## src/rtl/avalon_st_sink_skid.sv

```systemverilog
// Avalon-ST sink front end: 2-entry skid buffer with a registered ready_out, plus a frame length meter.
// Optional framing check is enabled by defining PKT_CHECK_EN.
module avalon_st_sink_skid #(
  parameter int DATA_W = 16,
  parameter int LEN_W  = 20,
  parameter int ERR_W  = 8
) (
  input  logic              clk,
  input  logic              reset,
  output logic              ready_out,
  input  logic              valid_in,
  input  logic [DATA_W-1:0] data_in,
  input  logic              startofpacket_in,
  input  logic              endofpacket_in,
  input  logic              ready_in,
  output logic              valid_out,
  output logic [DATA_W-1:0] data_out,
  output logic              startofpacket_out,
  output logic              endofpacket_out,
  output logic [LEN_W-1:0]  frame_len,
  output logic              frame_done,
  output logic              frame_err,
  output logic [ERR_W-1:0]  err_cnt
);

  typedef struct packed {
    logic              sop;
    logic              eop;
    logic [DATA_W-1:0] data;
  } beat_t;

  function automatic logic [LEN_W-1:0] len_sat_inc(input logic [LEN_W-1:0] v);
    return (&v) ? v : v + LEN_W'(1);
  endfunction

  function automatic logic [ERR_W-1:0] err_sat_inc(input logic [ERR_W-1:0] v);
    return (&v) ? v : v + ERR_W'(1);
  endfunction

  beat_t in_beat;
  beat_t o_beat_q, o_beat_d;
  beat_t s_beat_q, s_beat_d;
  logic  o_vld_q, o_vld_d;
  logic  s_vld_q, s_vld_d;
  logic  rdy_q, rdy_d;
  logic  accept, xfer, o_free;

  assign in_beat = '{sop: startofpacket_in, eop: endofpacket_in, data: data_in};
  assign accept  = valid_in & rdy_q;
  assign xfer    = o_vld_q & ready_in;
  assign o_free  = ~o_vld_q | xfer;

  // S is only ever occupied while ready_out is low, so S draining and a new accept never coincide.
  always_comb begin
    o_vld_d  = o_vld_q;
    o_beat_d = o_beat_q;
    s_vld_d  = s_vld_q;
    s_beat_d = s_beat_q;
    if (s_vld_q) begin
      if (o_free) begin
        o_vld_d  = 1'b1;
        o_beat_d = s_beat_q;
        s_vld_d  = 1'b0;
      end
    end else if (accept) begin
      if (o_free) begin
        o_vld_d  = 1'b1;
        o_beat_d = in_beat;
      end else begin
        s_vld_d  = 1'b1;
        s_beat_d = in_beat;
      end
    end else if (xfer) begin
      o_vld_d = 1'b0;
    end
    rdy_d = ~s_vld_d;
  end

  always_ff @(posedge clk or posedge reset) begin
    if (reset) begin
      o_vld_q  <= 1'b0;
      o_beat_q <= '0;
      s_vld_q  <= 1'b0;
      s_beat_q <= '0;
      rdy_q    <= 1'b0;
    end else begin
      o_vld_q  <= o_vld_d;
      o_beat_q <= o_beat_d;
      s_vld_q  <= s_vld_d;
      s_beat_q <= s_beat_d;
      rdy_q    <= rdy_d;
    end
  end

  assign ready_out         = rdy_q;
  assign valid_out         = o_vld_q;
  assign data_out          = o_beat_q.data;
  assign startofpacket_out = o_beat_q.sop;
  assign endofpacket_out   = o_beat_q.eop;

  logic [LEN_W-1:0] cnt_q, cnt_d;
  logic [LEN_W-1:0] len_q, len_d;
  logic             in_pkt_q, in_pkt_d;
  logic             done_q, done_d;

  // A stray non-SOP beat outside a packet is forwarded but neither counted nor able to close a frame.
  always_comb begin
    cnt_d    = cnt_q;
    len_d    = len_q;
    in_pkt_d = in_pkt_q;
    done_d   = 1'b0;
    if (accept) begin
      if (startofpacket_in) begin
        cnt_d    = LEN_W'(1);
        in_pkt_d = 1'b1;
      end else if (in_pkt_q) begin
        cnt_d = len_sat_inc(cnt_q);
      end
      if (endofpacket_in && (in_pkt_q || startofpacket_in)) begin
        len_d    = cnt_d;
        done_d   = 1'b1;
        in_pkt_d = 1'b0;
      end
    end
  end

  always_ff @(posedge clk or posedge reset) begin
    if (reset) begin
      cnt_q    <= '0;
      len_q    <= '0;
      in_pkt_q <= 1'b0;
      done_q   <= 1'b0;
    end else begin
      cnt_q    <= cnt_d;
      len_q    <= len_d;
      in_pkt_q <= in_pkt_d;
      done_q   <= done_d;
    end
  end

  assign frame_len  = len_q;
  assign frame_done = done_q;

`ifdef PKT_CHECK_EN
  logic             pkt_err;
  logic             err_q, err_d;
  logic [ERR_W-1:0] err_cnt_q, err_cnt_d;

  assign pkt_err = accept & (startofpacket_in ? in_pkt_q : ~in_pkt_q);

  always_comb begin
    err_d     = err_q;
    err_cnt_d = err_cnt_q;
    if (pkt_err) begin
      err_d     = 1'b1;
      err_cnt_d = err_sat_inc(err_cnt_q);
    end
  end

  always_ff @(posedge clk or posedge reset) begin
    if (reset) begin
      err_q     <= 1'b0;
      err_cnt_q <= '0;
    end else begin
      err_q     <= err_d;
      err_cnt_q <= err_cnt_d;
    end
  end

  assign frame_err = err_q;
  assign err_cnt   = err_cnt_q;
`else
  assign frame_err = 1'b0;
  assign err_cnt   = '0;
`endif

endmodule
```

## config.mk

```make
export PLATFORM = sky130hd
export DESIGN_NAME = avalon_st_sink_skid
export DESIGN_NICKNAME = d
export VERILOG_FILES = /design/src/rtl/avalon_st_sink_skid.sv
export SDC_FILE = /design/constraint.sdc
export NUM_CORES = 1
export LEC_CHECK = 0
export CORE_MARGIN = 4
export CORE_UTILIZATION = 53
export CTS_BUF_LIST = sky130_fd_sc_hd__clkbuf_4 sky130_fd_sc_hd__clkbuf_8 sky130_fd_sc_hd__clkbuf_16
export CTS_CLUSTER_SIZE = 28
export DETAILED_ROUTE_END_ITERATION = 16
export PLACE_DENSITY_LB_ADDON = 0.3
export SLEW_MARGIN = 20
export SYNTH_ARGS = -nofsm -noshare
export SYNTH_HDL_FRONTEND = slang
export SYNTH_SLANG_ARGS = --single-unit
```

## constraint.sdc

```tcl
create_clock -name clk -period 3.2 [get_ports clk]
set_input_delay 0.64 -clock clk [delete_from_list [all_inputs] [get_ports clk]]
set_output_delay 0.64 -clock clk [all_outputs]
set_load 0.1 [all_outputs]
```

After elaboration in Yosys (flattened, before gate mapping)
Cells that the tools add are included.
Widths: inputs -> output; s select.

storage, ports and cells
  word-level logic and storage cells = 49
  input port bits = 22
  register bits after elaboration = 81

operators by class
  add/subtract/negate cells = 1
  reductions and logical operators = 10
  multiplexer cells = 18
  bitwise gates (word level) = 7

operators with widths
  cell                   number
  $mux 18                4
  $mux 20                3
  $add 20x1->20 const B  1
  $reduce_and 20->1      1
  $mux 1                 11
  $reduce_and 2->1       3
  $not 1->1              4
  $reduce_bool 2->1      2
  $reduce_and 3->1       1
  $reduce_bool 3->1      1
  $and 1x1->1            2
  $logic_and 1x1->1      1
  $logic_or 1x1->1       1
  $or 1x1->1             1

Depth between registers and ports, before layout
Gate-level depths: netlist of run 1.

  depth after elaboration = 6
  gate-level depth with buffers = 7
  gate-level depth less buffers = 6

Least setup slack after synthesis of run 1
Ideal clock, no wire load.

  kind = register -> register
  start = register rdy_q, in the netlist ready_out
  end = register s_beat_q[0] (netlist name)
  slack = 0.684 ns
  clock period less this slack = 2.516 ns
  stages on the path, launching flop included = 5
  arrival time = 2.391 ns
  buffers on the path = 1
  cells stage by stage = dfrtp_1 nand2_1 nor3_2 buf_2 mux2_2

between the ends
  word-level cells in the longest chain between the ends = 2

ends and longest elaborated chain
  item                        line  RTL
  from (decl)                 45    logic rdy_q, rdy_d;
  from (signal assigned)      91    rdy_q <= rdy_d;
  $and 1x1->1                 49    assign accept = valid_in & rdy_q;
  $reduce_and 3->1 (no line)  --
  to (signal assigned)        90    s_beat_q <= s_beat_d;
  to (decl)                   42    beat_t s_beat_q, s_beat_d;

Every way passes these cells.
A chain may end at the register's enable or synchronous reset.

Final worst setup path of run 1
  start = register cnt_q[1]
  end = register len_q[1], in the netlist frame_len[1]

between the ends
  word-level cells in the longest chain between the ends = 4
  elaborated cells between the ends (all ways) = 5

ends and longest elaborated chain
  item                                                       line  RTL
  from (decl)                                                101   logic [LEN_W-1:0] cnt_q, cnt_d;
  from (signal assigned)                                     134   cnt_q <= cnt_d;
  $add 20x1->20 / $reduce_and 20->1 (equally long branches)  33    return (&v) ? v : v + LEN_W'(1);
  $mux 20                                                    33
  $mux 20 (*)                                                116   end else if (in_pkt_q) begin
  $mux 20 (*)                                                113   if (startofpacket_in) begin
  to (signal assigned)                                       135   len_q <= len_d;
  to (decl)                                                  102   logic [LEN_W-1:0] len_q, len_d;

Mark *: on every way between the ends. The rest lies on a longest branch, timed or not.

==> metrics.md, run 1 <==
| Metric | Value |
|---|---|
| Standard-cell row count | `31` |
| Critical path data arrival time | `2.60 ns` |
| Pwr dens | `724 mW/mm^2` |
| Antenna Diode Count | `0` |
| Count of pins on the block boundary | `72` |
| CP Max Fanout | `6` |
| Initial antenna violation count | `0` |
| Synth top area cells | `sky130_fd_sc_hd__dfrtp_1 (51%), sky130_fd_sc_hd__mux2_2 (5.6%), sky130_fd_sc_hd__mux2i_1 (5.2%)` |
| Clock period minus worst slack | `2.35 ns` |
| Clock tree sinks | `81` |
| Final wirelength | `8660 microns` |
| Average detailed-routed wire length per instance | `16.2 microns` |
| Total number of vias | `3043` |
| Per-instance average area after synthesis | `10.8 sq um` |
| Critical Setup Path Class | `register to register` |
| P&R area growth vs syn | `19.9%` |
| Initial Util | `0.550` |
| Achievable frequency | `425 MHz` |
| Root buffer cell | `sky130_fd_sc_hd__clkbuf_8` |
| Worst Slack Setup Final | `0.848 ns` |
| Most frequent cells after synthesis | `sky130_fd_sc_hd__dfrtp_1 (81), sky130_fd_sc_hd__nor2_1 (37), sky130_fd_sc_hd__a21oi_1 (26), sky130_fd_sc_hd__mux2i_1 (21), sky130_fd_sc_hd__nand2_1 (21)` |
| CP startpoint kind | `register` |
| First-pass GRT wire length | `14500 microns` |
| Top cell type's share of synthesized area | `0.505` |
| Final routed DRC violation total | `0` |
| Largest buffer count on any clock path | `2` |
| Final slew viol count | `0` |
| Clk network pwr share | `0.224` |
| Number of warnings issued by yosys | `0` |
| Share of flip-flops with an asynchronous set or reset after synthesis | `1.00` |
| Switching fraction of total power | `0.441` |
| Total leakage power | `2.22 nW` |
| # Post-CTS Setup Buffers | `0` |
| Final net count | `453` |
| Pin slew with the least headroom to its limit | `1.09 ns` |
| Most common cell in the netlist | `sky130_fd_sc_hd__dfrtp_1` |
| Crit share post-route | `0.735` |
| Width of the die | `95.0 microns` |
| Total of hold buffers inserted after clock tree synthesis | `0` |
| Run status | `complete, no violations` |
| Resized cells post-CTS | `0` |
| Final total negative setup slack | `0 ns` |
| Clock transition at path regs | `0.09 ns` |
| Number of buffers and inverters on the critical path | `0` |
| Number of H-tree levels | `3` |
| Final Non-Filler Cells | `534` |
| RSZ-0062 raised after global routing | `no` |
| Area enclosed by the die boundary | `0.00902 sq mm` |
| Share of post-route cells with drive strength above 1 | `0.251` |
| Residual antenna-violating net count after detailed routing | `0` |
| Worst-case setup slack after placement | `0.678 ns` |
| DRC marker count from the first detailed-route iteration | `145` |
| Worst slew margin relative to its limit | `0.273` |
| Final HPWL from detailed placement | `6100 microns` |
| Via density per instance | `5.70` |
| Vertical die dimension | `95.0 microns` |
| Dominant synthesized flop cell | `sky130_fd_sc_hd__dfrtp_1` |
| Largest net degree at the start of global routing | `37` |
| Clock buffer count from CTS | `9` |
| Mapped Area | `0.00401 sq mm` |
| Quantity of I/O buffers inserted on ports | `62` |
| Stage delay of the slowest cell on the critical path | `0.47 ns` |
| Sequential group share of total power | `0.396` |
| CP cell instances | `ha_1 -> nand3_2 -> or3_4 -> nor3_2 -> mux2_2 -> a22o_1` |
| Detailed Routing Iterations Pass 1 | `4` |
| TritonCTS clock tree | `built` |
| Final number of setup-violating endpoints | `0` |
| Endpoint type of the worst setup path | `register` |
| Cell variety after synth | `56` |
| Crit-path slowest cell | `sky130_fd_sc_hd__or3_4` |
| Part of the total power dissipated in combinational logic | `0.380` |
| IR Drop Worst-Case VDD | `604 uV` |
| Synth Instances | `370` |
| Class of the tightest hold or removal check | `register to register` |
| Number of flops mapped to enable cells by yosys | `0` |
| GR Util All Layers | `0.205` |
| Largest delay contributor family on the critical path | `simple AND/OR/NAND/NOR gates` |
| Portion of the post-synthesis area used by sequential elements | `0.505` |
| Final RePlAce weighted congestion | `0.914` |
| Library cell with the largest summed area after synthesis | `sky130_fd_sc_hd__dfrtp_1` |
| Sum of internal, switching and leakage power | `0.00348 W` |
| Synth Register Bits | `81` |
| Vias in the first global route | `3100` |
| Residual overflow from global routing | `0` |
| P_sw | `0.00154 W` |
| Hold Violations, Final | `0` |
| Core outline area | `0.00729 sq mm` |
| Max-cap violations | `0` |
| Clock latency on the worst-skew pair | `0.35 ns` |
| Number of placed cells counting well taps | `518` |
| Data required, critical path | `3.45 ns` |
| Internal power consumption | `0.00195 W` |
| Final setup skew | `0.00956 ns` |
==> worst reg2reg max path, cell delays in order, from the launching register on <==
cell	delay, ns
sky130_fd_sc_hd__dfrtp_1	0.44
sky130_fd_sc_hd__ha_1	0.33
sky130_fd_sc_hd__nand3_2	0.20
sky130_fd_sc_hd__or3_4	0.47
sky130_fd_sc_hd__nor3_2	0.23
sky130_fd_sc_hd__mux2_2	0.38
sky130_fd_sc_hd__a22o_1	0.20
==> path summary, 6_finish.rpt <==
path,from,to,slack (ns),cells past startpoint
min,frame_len[16]$_DFFE_PP0P_,frame_len[16]$_DFFE_PP0P_,0.49,2
max reg2reg,cnt_q[1]$_DFFE_PP0P_,frame_len[1]$_DFFE_PP0P_,0.85,6
max in group asynchronous,reset,data_out[2]$_DFFE_PP0P_,1.80,3
max,cnt_q[1]$_DFFE_PP0P_,frame_len[1]$_DFFE_PP0P_,0.85,6
min reg2reg,frame_len[16]$_DFFE_PP0P_,frame_len[16]$_DFFE_PP0P_,0.49,2
min in group asynchronous,reset,cnt_q[16]$_DFFE_PP0P_,0.67,2
==> cell usage in the layout (no fill, tap or decap), types with 2 or more instances in the layout <==
cell type,synthesis,routed
sky130_fd_sc_hd__dfrtp_1,81,81
sky130_fd_sc_hd__nor2b_1,2,2
sky130_fd_sc_hd__a22o_1,19,19
sky130_fd_sc_hd__buf_4,9,51
sky130_fd_sc_hd__or4_1,2,2
sky130_fd_sc_hd__nor4_2,2,2
sky130_fd_sc_hd__mux2i_1,21,21
sky130_fd_sc_hd__a21oi_1,26,26
sky130_fd_sc_hd__conb_1,1,9
sky130_fd_sc_hd__nor3_2,2,2
sky130_fd_sc_hd__nor4_4,2,2
sky130_fd_sc_hd__o31ai_1,2,2
sky130_fd_sc_hd__nor3_1,6,6
sky130_fd_sc_hd__xor2_1,12,12
sky130_fd_sc_hd__mux2_2,20,20
sky130_fd_sc_hd__o21ai_0,15,15
sky130_fd_sc_hd__a21bo_2,3,3
sky130_fd_sc_hd__clkbuf_8,0,10
sky130_fd_sc_hd__a21o_1,6,6
sky130_fd_sc_hd__nand3_1,3,3
sky130_fd_sc_hd__nand4_1,8,8
sky130_fd_sc_hd__nor4_1,4,4
sky130_fd_sc_hd__inv_6,0,3
sky130_fd_sc_hd__o211ai_1,3,3
sky130_fd_sc_hd__a22oi_1,2,2
sky130_fd_sc_hd__nor3b_1,2,2
sky130_fd_sc_hd__clkdlybuf4s50_1,0,21
sky130_fd_sc_hd__nand2_1,21,21
sky130_fd_sc_hd__clkinvlp_4,0,2
sky130_fd_sc_hd__nor2_2,2,3
sky130_fd_sc_hd__xnor2_1,3,3
sky130_fd_sc_hd__inv_1,8,7
sky130_fd_sc_hd__nor2_1,37,36
==> layout make-up <==
type,instances,area [sq um]
Sequential cell,81,2030
Inverter,8,31.3
Clock buffer,10,138
Clock inverter,6,71.3
Tap cell,99,124
Fill cell,586,2480
Multi-Input combinational cell,258,1830
Timing Repair Buffer,72,593
==> metal layers <==
layer | vias to the layer above | track usage | share of wire
li1 | 1432 | - | -
met1 | 1479 | 0.260 | 0.42
met2 | 123 | 0.335 | 0.49
met3 | 9 | 0.0574 | 0.084
met4 | 0 | 0.0709 | 0.0088
met5 | - | 0 | 0
==> power groups by stage <==
| stage | Sequential [W] | Clock (W) | Combinational, W |
|---|---|---|---|
| after floorplan | 0.00201 | 0 | 0.000413 |
| after global placement | 0.00139 | 0 | 0.00131 |
| after detailed placement | 0.00140 | 0 | 0.00133 |
| after CTS | 0.00138 | 0.000795 | 0.00133 |
| after global routing | 0.00141 | 0.000841 | 0.00138 |
| final | 0.00138 | 0.000781 | 0.00132 |
==> through the flow <==
stage	area (sq um)	hold slack, ns	utilization
CTS	4810	0.497	0.660
finish	4810	0.492	0.660
detailed placement	4600	0.476	0.631
global placement	4600	0.469	0.631
global route	4810	0.518	0.660
floorplan	4040	0.480	-
==> sequential cells by signal (all words and copies together) (netlist names) <==
register,count
s_beat_q,18
ready_out,1
frame_done,1
valid_out,1
endofpacket_out,1
data_out,16
s_vld_q,1
frame_len,20
in_pkt_q,1
cnt_q,20
startofpacket_out,1
==> cell families (layout without fill, tap and decap cells) <==
kind of cell             Yosys count  in the layout  synth area share
multiplexers                      41             41             0.109
AND/OR/NAND/NOR                  105            105             0.151
XOR/XNOR                          15             15            0.0328
adder cells (fa/ha/maj)            1              1           0.00312
other                              1              9          0.000935
flip-flops                        81             81             0.505
AO/OA/AOI/OAI                     87             87             0.151
buffers and inverters             39             96            0.0474
(Power assumes the default switching activity.)
==> run 2: changes to the inputs <==
==> constraint.sdc (replaced) <==
create_clock -name clk -period 2.3 [get_ports clk]
set_input_delay 0.46 -clock clk [delete_from_list [all_inputs] [get_ports clk]]
set_output_delay 0.46 -clock clk [all_outputs]
set_load 0.1 [all_outputs]
==> run 2 against run 1 <==
Compared with the run above:
- design area grew 4.2%
- clock power increased by 51%
- maximum frequency grew 8.7%
- largest cell class unchanged
- clock skew decreased by 0.0020 ns
- wire length up 4.6%
- critical path type unchanged
- largest power group is now combinational logic
- register-to-register slack got worse by 0.71 ns
- combinational power up 47%
- sequential share of layout area is 1.6 points lower
==> metrics.md, run 2 (synthesis gave the netlist of run 1 again) <==
| Metric | Value |
|---|---|
| Critical Setup Path Class | `register to register (unchanged)` |
| Data required, critical path | `2.55 ns (was 3.45 ns)` |
| RSZ-0062 raised after global routing | `no (unchanged)` |
| Final net count | `467 (was 453)` |
| Final HPWL from detailed placement | `6510 microns (was 6100 microns)` |
| Routed length on met2 | `4620 microns (was 4250 microns)` |
| Detailed Routing Iterations Pass 1 | `4 (unchanged)` |
| Max-cap violations | `0 (unchanged)` |
| Final number of setup-violating endpoints | `0 (unchanged)` |
| Via density per instance | `5.63 (was 5.70)` |
| CP Max Fanout | `6 (unchanged)` |
| GR Util All Layers | `0.216 (was 0.205)` |
| Total of hold buffers inserted after clock tree synthesis | `0 (unchanged)` |
| Total length of routed met3 wires | `514 microns (was 724 microns)` |
| Pin slew with the least headroom to its limit | `0.542 ns (was 1.09 ns)` |
| Core outline area | `0.00729 sq mm (unchanged)` |
| Clock buffer count from CTS | `9 (unchanged)` |
| Largest net degree at the start of global routing | `34 (was 37)` |
| Initial antenna violation count | `0 (unchanged)` |
| Final routed DRC violation total | `0 (unchanged)` |
| Final hold slack | `0.489 ns (was 0.492 ns)` |
| Length of routed wiring on met1 | `3820 microns (was 3610 microns)` |
| Run status | `complete, no violations (unchanged)` |
| Crit share post-route | `0.941 (was 0.735)` |
| Worst slew margin relative to its limit | `0.638 (was 0.273)` |
| Root buffer cell | `sky130_fd_sc_hd__clkbuf_8 (unchanged)` |
| Final setup skew | `0.00761 ns (was 0.00956 ns)` |
| Largest buffer count on any clock path | `2 (unchanged)` |
| Width of the die | `95.0 microns (unchanged)` |
| Final wirelength | `9060 microns (was 8660 microns)` |
| Clock period minus worst slack | `2.16 ns (was 2.35 ns)` |
| Sequential group share of total power | `0.378 (was 0.396)` |
| Internal power consumption | `0.00284 W (was 0.00195 W)` |
| Part of the total power dissipated in combinational logic | `0.387 (was 0.380)` |
| Count of pins on the block boundary | `72 (unchanged)` |
| Area enclosed by the die boundary | `0.00902 sq mm (unchanged)` |
| Number of H-tree levels | `3 (unchanged)` |
| Clock transition at path regs | `0.09 ns (about the same)` |
| DRC marker count from the first detailed-route iteration | `202 (was 145)` |
| Vertical die dimension | `95.0 microns (unchanged)` |
| Hold Violations, Final | `0 (unchanged)` |
| Class of the tightest hold or removal check | `input pin to async pin (was register to register)` |
| FILL cells | `577 (was 586)` |
| P_sw | `0.00218 W (was 0.00154 W)` |
| Achievable frequency | `462 MHz (was 425 MHz)` |
| Total leakage power | `2.31 nW (was 2.22 nW)` |
| First-pass GRT wire length | `15100 microns (was 14500 microns)` |
| Clock tree sinks | `81 (unchanged)` |
| Final slew viol count | `0 (unchanged)` |
| Leading cell type in the layout, fill and taps excluded | `sky130_fd_sc_hd__dfrtp_1 (unchanged)` |
| CP startpoint kind | `register (unchanged)` |
| Final total negative setup slack | `0 ns (unchanged)` |
| Critical path data arrival time | `2.41 ns (was 2.60 ns)` |
| TritonCTS clock tree | `built (unchanged)` |
| Switching fraction of total power | `0.434 (was 0.441)` |
| Antenna Diode Count | `0 (unchanged)` |
| Standard-cell row count | `31 (unchanged)` |
| Quantity of I/O buffers inserted on ports | `62 (unchanged)` |
| Clk network pwr share | `0.235 (was 0.224)` |
| Residual antenna-violating net count after detailed routing | `0 (unchanged)` |
| Share of post-route cells with drive strength above 1 | `0.281 (was 0.251)` |
| Pwr dens | `1000 mW/mm^2 (was 724 mW/mm^2)` |
| Highest metal layer used by the detailed router | `met4 (unchanged)` |
| Vias in the first global route | `3181 (was 3100)` |
| Clock latency on the worst-skew pair | `0.36 ns (was 0.35 ns)` |
| Final RePlAce weighted congestion | `0.906 (was 0.914)` |
| Endpoint type of the worst setup path | `register (unchanged)` |
| Residual overflow from global routing | `0 (unchanged)` |
| Commonest cells after routing, fill and taps aside | `sky130_fd_sc_hd__dfrtp_1 (79), sky130_fd_sc_hd__buf_4 (60), sky130_fd_sc_hd__nor2_1 (36) (was sky130_fd_sc_hd__dfrtp_1 (81), sky130_fd_sc_hd__buf_4 (51), sky130_fd_sc_hd__nor2_1 (36))` |
| Initial Util | `0.550 (unchanged)` |
| Average detailed-routed wire length per instance | `16.5 microns (was 16.2 microns)` |
| Total number of vias | `3084 (was 3043)` |
| P&R area growth vs syn | `25.0% (was 19.9%)` |
| IR Drop Worst-Case VDD | `736 uV (was 604 uV)` |
## run 2: changes by cell type in the layout (fill, tap and decap cells not counted), moves of 2 or more
cell | previous run | this run
sky130_fd_sc_hd__buf_12 | 0 | 5
sky130_fd_sc_hd__buf_4 | 51 | 60
sky130_fd_sc_hd__dfrtp_1 | 81 | 79
sky130_fd_sc_hd__dfrtp_2 | 0 | 2
## run 2: final timing paths
kind                                                start                   endpoint  slack (ns)  cells past startpoint
worst max-delay path                 cnt_q[1]$_DFFE_PP0P_  frame_len[18]$_DFFE_PP0P_        0.14                      6
worst min-delay path                                reset  frame_len[15]$_DFFE_PP0P_        0.49                      2
worst max register to register       cnt_q[1]$_DFFE_PP0P_  frame_len[18]$_DFFE_PP0P_        0.14                      6
worst min register to register  frame_len[16]$_DFFE_PP0P_  frame_len[16]$_DFFE_PP0P_        0.50                      2
max in group asynchronous                           reset        ready_out$_DFF_PP0_        1.27                      3
min in group clk                frame_len[16]$_DFFE_PP0P_  frame_len[16]$_DFFE_PP0P_        0.50                      2
## run 2: timing repair
action                     CTS  global route
resized for setup            0             3
setup endpoints to repair    0             6
buffers inserted             0             1
## run 2: routing by layer
metal,vias to the layer above,track usage
li1,1464,-
met1,1526,0.270
met2,84,0.361
met3,10,0.0614
met4,0,0.0685
met5,-,0
## run 2: through the flow
| step | utilization | std cells | power (W) | area, sq um | setup WS (ns) |
|---|---|---|---|---|---|
| 2_1_floorplan | - | 378 | 0.00337 | 4050 | 0.0317 |
| 3_3_place_gp | 0.653 | 531 | 0.00380 | 4760 | 0.178 |
| 3_5_place_dp | 0.653 | 531 | 0.00385 | 4760 | 0.105 |
| 4_1_cts | 0.684 | 547 | 0.00502 | 4990 | 0.0960 |
| 5_1_grt | 0.687 | 548 | 0.00523 | 5010 | 0.00895 |
| 6_report | 0.687 | 548 | 0.00502 | 5010 | 0.136 |
## run 2: final cells by class
type | count | area (sq um) | area share
Sequential cell | 81 | 2030 | 0.405
Clock buffer | 9 | 124 | 0.0247
Clock inverter | 7 | 101 | 0.0202
Multi-Input combinational cell | 258 | 1840 | 0.367
Timing Repair Buffer | 86 | 761 | 0.152
Inverter | 8 | 33.8 | 0.00674
Tap cell | 99 | 124 | 0.0247
## run 2: worst max-delay path: stages, from the launching register on
cell and delay, ns:
sky130_fd_sc_hd__dfrtp_2 0.43, sky130_fd_sc_hd__ha_4 0.18, sky130_fd_sc_hd__nand3_2 0.15, sky130_fd_sc_hd__or3_4 0.46, sky130_fd_sc_hd__nor4_4 0.29, sky130_fd_sc_hd__mux2_2 0.36
sky130_fd_sc_hd__a22o_1 0.19
## run 2: power groups by stage
stage,logic (W),registers [W],clock network (W)
after floorplan,0.000575,0.00280,0
after global placement,0.00190,0.00190,0
after detailed placement,0.00194,0.00191,0
after CTS,0.00194,0.00189,0.00119
after global routing,0.00204,0.00193,0.00126
final,0.00194,0.00190,0.00118
==> run 3: changes to the inputs <==
--- a/config.mk
+++ b/config.mk
@@ -5,11 +5,13 @@
 export SDC_FILE = /design/constraint.sdc
 export NUM_CORES = 1
 export LEC_CHECK = 0
+export ABC_CLOCK_PERIOD_IN_PS = 2300
 export CORE_MARGIN = 4
 export CORE_UTILIZATION = 53
 export CTS_BUF_LIST = sky130_fd_sc_hd__clkbuf_4 sky130_fd_sc_hd__clkbuf_8 sky130_fd_sc_hd__clkbuf_16
 export CTS_CLUSTER_SIZE = 28
 export DETAILED_ROUTE_END_ITERATION = 16
+export HOLD_SLACK_MARGIN = 0.12
 export PLACE_DENSITY_LB_ADDON = 0.3
 export SLEW_MARGIN = 20
 export SYNTH_ARGS = -nofsm -noshare
==> results of run 3 <==
Same layout as run 2: the final DEF is identical, and so are final timing and power.
